**config.mk**
```make
export PLATFORM = sky130hd
export DESIGN_NAME = fb_swap_scheduler
export DESIGN_NICKNAME = d
export VERILOG_FILES = /design/src/rtl/fb_swap_scheduler.sv
export SDC_FILE = /design/constraint.sdc
export NUM_CORES = 1
export LEC_CHECK = 0
export CAP_MARGIN = 10
export CELL_PAD_IN_SITES_DETAIL_PLACEMENT = 1
export CELL_PAD_IN_SITES_GLOBAL_PLACEMENT = 2
export CORE_MARGIN = 4
export CORE_UTILIZATION = 36
export CTS_CLUSTER_SIZE = 16
export DETAILED_ROUTE_END_ITERATION = 6
export DONT_BUFFER_PORTS = 1
export GPL_ROUTABILITY_DRIVEN = 0
export PLACE_DENSITY = 0.84
export SYNTH_ARGS = -nofsm -noshare
export SYNTH_HDL_FRONTEND = slang
export SYNTH_SLANG_ARGS = --single-unit
```
**constraint.sdc**
```tcl
create_clock -name clk_in -period 1.9 [get_ports clk_in]
set_input_delay 0.38 -clock clk_in [delete_from_list [all_inputs] [get_ports clk_in]]
set_output_delay 0.38 -clock clk_in [all_outputs]
set_load 0.01 [all_outputs]
```
**src/rtl/fb_swap_scheduler.sv**
```systemverilog
`default_nettype none
//==============================================================================
// Module   : fb_swap_scheduler
// Purpose  : Double-buffer swap scheduler for the LED matrix framebuffer.
//            Watches the scan engine's row latch, row address and bit-plane
//            mask to find true frame boundaries, and flips the read/write bank
//            selects only at such a boundary so a partially written frame is
//            never displayed.
// Ports    : clk_in, reset (async, active-high)
//            row_latch, row_address[3:0], brightness_mask[5:0] - scan engine
//            swap_req           - one-cycle host request to swap banks
//            rd_bank / wr_bank  - bank selects (wr_bank is always ~rd_bank)
//            swap_pending       - request accepted, not yet serviced
//            swap_ack           - one-cycle pulse when the banks flip
//            frame_start        - one-cycle pulse per detected frame boundary
//            frame_count[7:0]   - free-running frame counter
//            req_dropped        - sticky: request arrived while busy
//            timeout_flag       - sticky: a watchdog-forced swap occurred
// Options  : FB_SWAP_TIMEOUT_EN - build the pending-swap watchdog. Without it
//            a pending swap waits indefinitely and timeout_flag is 0.
// Revision : 1.0 - initial release
//==============================================================================
module fb_swap_scheduler #(
    parameter logic [3:0]  MIN_FRAMES     = 4'd1,
    parameter logic [19:0] TIMEOUT_CYCLES = 20'd1000000
) (
    input  logic       clk_in,
    input  logic       reset,
    input  logic       row_latch,
    input  logic [3:0] row_address,
    input  logic [5:0] brightness_mask,
    input  logic       swap_req,
    output logic       rd_bank,
    output logic       wr_bank,
    output logic       swap_pending,
    output logic       swap_ack,
    output logic       frame_start,
    output logic [7:0] frame_count,
    output logic       req_dropped,
    output logic       timeout_flag
);

    typedef enum logic [1:0] {
        ST_IDLE    = 2'd0,
        ST_PENDING = 2'd1,
        ST_SWAP    = 2'd2
    } state_t;

    state_t     r_state;
    state_t     w_state_nxt;

    logic       r_latch_q;
    logic       r_rise;
    logic       r_frame_start;
    logic       r_swap_ack;
    logic       r_rd_bank;
    logic       r_req_dropped;
    logic [7:0] r_frame_count;
    logic [3:0] r_shown;

    logic       w_rise;
    logic       w_boundary;
    logic       w_min_met;
    logic       w_timeout;

    // The address/mask presented with a latch describe the *next* row, and
    // are only guaranteed settled one cycle after the latch rises, so the
    // boundary test looks at them while r_rise is high.
    assign w_rise     = row_latch & ~r_latch_q;
    assign w_boundary = r_rise && (row_address == 4'd0) &&
                        (brightness_mask == 6'b100000);

    // Counts the frame currently being announced by r_frame_start.
    assign w_min_met  = ({1'b0, r_shown} + 5'd1) >= {1'b0, MIN_FRAMES};

`ifdef FB_SWAP_TIMEOUT_EN
    logic [19:0] r_pend_cnt;
    logic        r_timeout_flag;

    assign w_timeout = (r_state == ST_PENDING) &&
                       (r_pend_cnt == (TIMEOUT_CYCLES - 20'd1));

    always_ff @(posedge clk_in or posedge reset) begin
        if (reset) begin
            r_pend_cnt     <= 20'd0;
            r_timeout_flag <= 1'b0;
        end else begin
            if (r_state == ST_PENDING) begin
                r_pend_cnt <= r_pend_cnt + 20'd1;
            end else begin
                r_pend_cnt <= 20'd0;
            end
            // Only a swap the boundary logic would not have taken is "forced".
            if (w_timeout && !(r_frame_start && w_min_met)) begin
                r_timeout_flag <= 1'b1;
            end
        end
    end

    assign timeout_flag = r_timeout_flag;
`else
    // Watchdog not built; the parameter stays so both builds share one
    // instantiation signature.
    assign w_timeout    = 1'b0;
    assign timeout_flag = 1'b0 & (TIMEOUT_CYCLES == 20'd0);
`endif

    // State register
    always_ff @(posedge clk_in or posedge reset) begin
        if (reset) begin
            r_state <= ST_IDLE;
        end else begin
            r_state <= w_state_nxt;
        end
    end

    // Next-state logic
    always_comb begin
        w_state_nxt = r_state;
        case (r_state)
            ST_IDLE: begin
                if (swap_req) begin
                    w_state_nxt = ST_PENDING;
                end
            end
            ST_PENDING: begin
                if ((r_frame_start && w_min_met) || w_timeout) begin
                    w_state_nxt = ST_SWAP;
                end
            end
            ST_SWAP: begin
                w_state_nxt = ST_IDLE;
            end
            default: begin
                w_state_nxt = ST_IDLE;
            end
        endcase
    end

    // Boundary detection, counters, bank select and flags
    always_ff @(posedge clk_in or posedge reset) begin
        if (reset) begin
            r_latch_q     <= 1'b0;
            r_rise        <= 1'b0;
            r_frame_start <= 1'b0;
            r_frame_count <= 8'd0;
            r_shown       <= 4'd0;
            r_swap_ack    <= 1'b0;
            r_rd_bank     <= 1'b0;
            r_req_dropped <= 1'b0;
        end else begin
            r_latch_q     <= row_latch;
            r_rise        <= w_rise;
            r_frame_start <= w_boundary;
            r_swap_ack    <= (r_state == ST_SWAP);

            if (r_frame_start) begin
                r_frame_count <= r_frame_count + 8'd1;
            end

            // A swap restarts the display-time count, even if a boundary
            // lands on the same cycle (possible only with a forced swap).
            if (r_state == ST_SWAP) begin
                r_rd_bank <= ~r_rd_bank;
                r_shown   <= 4'd0;
            end else if (r_frame_start && (r_shown != 4'd15)) begin
                r_shown <= r_shown + 4'd1;
            end

            if (swap_req && (r_state != ST_IDLE)) begin
                r_req_dropped <= 1'b1;
            end
        end
    end

    assign rd_bank      = r_rd_bank;
    assign wr_bank      = ~r_rd_bank;
    assign swap_pending = (r_state == ST_PENDING);
    assign swap_ack     = r_swap_ack;
    assign frame_start  = r_frame_start;
    assign frame_count  = r_frame_count;
    assign req_dropped  = r_req_dropped;

endmodule
`default_nettype wire

```
==> impl_metrics.json <==
{
  "status": "completed",
  "cap_viol_max_count": 0,
  "io_buffers": 0,
  "setup-violations-final": 0,
  "avgSynthCellArea_sq_um": 11.18,
  "yosysWarnings": 0,
  "p_clk_share_pct": 44.0,
  "start_util_pct": 39.43,
  "clk-insertion-delay-late_ps": 300,
  "switchingPower_mw": 0.1470,
  "utilization_pct": 42.81,
  "vias": 616,
  "clockRootBuffer": "clkbuf_4",
  "criticalPathCategory": "reg -> reg",
  "synth_cells": 81,
  "synth_cell_types": 29,
  "n_antenna_cell": 0,
  "die_area_sq_mm": 0.003383,
  "fin_setup_tns_ps": 0,
  "fillers": 250,
  "ant_nets": 0,
  "grt_max_degree": 21,
  "clk_pin_slew_ps": 120,
  "synth_ff_type": "dfrtp_1",
  "drive_gt1_share_pct": 13.25,
  "cts.sinks": 20,
  "maxSlewViolCount": 0,
  "reg2reg_from": "r_shown[0]$_DFFE_PP0P_",
  "p_leak_nw": 0.4390,
  "rrSetupSlack_ps": 320,
  "fin_nets": 101,
  "coreArea_sq_mm": 0.002297,
  "r2r-end": "r_state[0]$_DFFE_PP0P_",
  "synth_area_leader_cell": "dfrtp_1",
  "async_flop_share_pct": 100.0,
  "reg2reg_depth": 5,
  "critPathRequiredTime_ps": 2100,
  "vdd.ir_drop.worst_mv": 0.3848,
  "drtIter0Drc": 22,
  "p_int_mw": 0.6445,
  "drc_errors": 0,
  "fmax_mhz": 632.4,
  "pwr-share-comb_pct": 1.7,
  "syn_area_sq_um": 905.9,
  "wl_per_cell_um": 15.49,
  "syn2layout_area_growth_pct": 8.563,
  "dr.pass1.iters": 2,
  "rsz0062_at_grt": "false",
  "avgViaCountPerCell": 5.550,
  "dieWidth_um": 58.16,
  "arrival_ps": 1780,
  "critPathMaxFanout": 5,
  "synth_top_area_share_pct": 55.25,
  "ctsHoldBuffers": 0,
  "die-height_um": 58.16,
  "skew_ps": 10.48,
  "finalCritPeriodShare_pct": 83.22,
  "maxSlewHeadroom_pct": 49.75,
  "worst_setup_path_start_kind": "flop",
  "cts-htree-levels": 1,
  "dp_hpwl_um": 1335,
  "cts_resized": 0,
  "grt.total_usage_pct": 11.56,
  "postCtsSetupBuffers": 0,
  "grt_pass1_wl_um": 3036,
  "ys_ff_latch": 20,
  "ioPinCount": 29,
  "routed_wl_um": 1719,
  "cts_max_path_buffers": 2,
  "worstMarginPinSlew_ps": 752.9,
  "synth_area_leaders": "dfrtp_1 (55%), xnor2_1 (4.8%), ha_1 (4.1%), xor2_1 (2.9%), nand4_1 (2.8%)",
  "synth_edf_count": 0,
  "cts_tree": "done",
  "antenna_found_initial": 0,
  "swShare_pct": 18.58,
  "num_rows": 17,
  "power.share.sequential_pct": 54.3,
  "critPathCaptureType": "flop",
  "overflow": 0,
  "p_per_area_mw_per_mm2": 804.8,
  "grt_pass1_vias": 680,
  "min_path_type": "in -> async",
  "synth_fp_nets": 98,
  "cts-buffers-inserted": 3,
  "fin_crit_ps": 1581,
  "hold_viol": 0,
  "seq_area_frac_synth_pct": 55.25
}
==> how the worst max path moves through the flow <==
stage,from,to,slack [ps],cells past startpoint
after floorplan,r_shown[0]$_DFFE_PP0P_,r_state[0]$_DFFE_PP0P_,510,5
after global routing,r_shown[0]$_DFFE_PP0P_,r_state[0]$_DFFE_PP0P_,180,5
after global placement,r_shown[0]$_DFFE_PP0P_,r_state[0]$_DFFE_PP0P_,430,5
after detailed placement,r_shown[0]$_DFFE_PP0P_,r_state[0]$_DFFE_PP0P_,310,5
after CTS,r_shown[0]$_DFFE_PP0P_,r_state[0]$_DFFE_PP0P_,280,5
final,r_shown[0]$_DFFE_PP0P_,r_state[0]$_DFFE_PP0P_,320,5
==> Yosys cell counts, types with 2 or more instances <==
| cell | instances |
|---|---|
| dfrtp_1 | 20 |
| inv_1 | 6 |
| xnor2_1 | 5 |
| nand2_1 | 4 |
| nand4_1 | 4 |
| a21oi_1 | 3 |
| ha_1 | 3 |
| nand3_1 | 3 |
| nor2_1 | 3 |
| nor2b_1 | 3 |
| o21ai_0 | 3 |
| xor2_1 | 3 |
| and3_2 | 2 |
| buf_2 | 2 |
| nor3_1 | 2 |
| nor4b_1 | 2 |
==> per-stage QoR <==
stage | instances | total power, mW | instance area [sq um] | worst slack, ps | hold WS (ps)
detailed placement | 107 | 0.4524 | 930.9 | 306.9 | 399.1
floorplan | 81 | 0.4503 | 905.9 | 505.9 | 343.8
global placement | 107 | 0.4517 | 930.9 | 431.0 | 390.7
global route | 111 | 0.8241 | 983.4 | 177.5 | 57.58
CTS | 111 | 0.8011 | 983.4 | 280.7 | 79.43
finish | 111 | 0.7915 | 983.4 | 318.8 | 75.54
==> area by class of cell <==
| cell class | count | area (sq um) | share of cell area [%] |
|---|---|---|---|
| flip-flops and latches | 20 | 500.5 | 50.89 |
| multi-input cells | 52 | 365.4 | 37.15 |
| well taps | 28 | 35.03 | 3.562 |
| clock inverters | 1 | 30.03 | 3.053 |
| clock buffers | 3 | 22.52 | 2.290 |
| inverters | 6 | 22.52 | 2.290 |
| repair buffers | 1 | 7.507 | 0.7634 |
==> layout by cell type, fill, tap and decap left out <==
cell / instances
ha_1: 3
nor2b_1: 3
mux2_2: 1
xor2_1: 3
o21ai_1: 1
nor4b_2: 1
nand2b_1: 1
conb_1: 1
clkbuf_4: 3
buf_4: 1
nor3_2: 1
and4b_2: 1
and3_2: 2
nand4_1: 4
nor4b_1: 2
dfrtp_1: 20
and3_1: 1
a211oi_1: 1
nor3_1: 2
o21ai_0: 3
inv_1: 6
nor2_1: 3
nand3_1: 3
bufinv_16: 1
nand2_1: 4
a21oi_1: 3
a311oi_1: 1
xnor2_1: 5
and3b_1: 1
nor4_1: 1
==> kinds of logic after synthesis <==
logic type / share of synthesized area, %
mux: 1.243
xor+xnor: 7.735
buf+inv: 4.420
compound gates: 5.662
fa+ha+maj: 4.144
simple gates: 21.13
flops: 55.25
other cells: 0.4140
==> critical path, cell delays in order, from the launching register on <==
cell and delay (ps):
dfrtp_1 430, inv_1 80, ha_1 320, nor4b_2 250, o21ai_1 110, a311oi_1 300
==> sequential cells by signal, indices dropped and copies added (netlist names) <==
register and count:
frame_count 8, frame_start 1, r_latch_q 1, r_rise 1
r_shown 4, r_state 2, rd_bank 1, req_dropped 1
swap_ack 1
==> routing by layer <==
layer	wire, um	vias up	GRT usage, %
li1	-	282	-
met1	742	308	14.29
met2	847	22	19.52
met3	101	4	2.895
met4	27	0	3.974
met5	0	-	0
==> power by group through the flow <==
stage          clock, mW  sequential (mW)  combinational [mW]
6_report           0.348            0.430              0.0133
5_1_grt            0.378            0.431              0.0160
4_1_cts            0.357            0.430              0.0141
3_5_place_dp           0            0.438              0.0141
3_3_place_gp           0            0.438              0.0136
2_1_floorplan          0            0.438              0.0127
(Power assumes the default switching activity.)
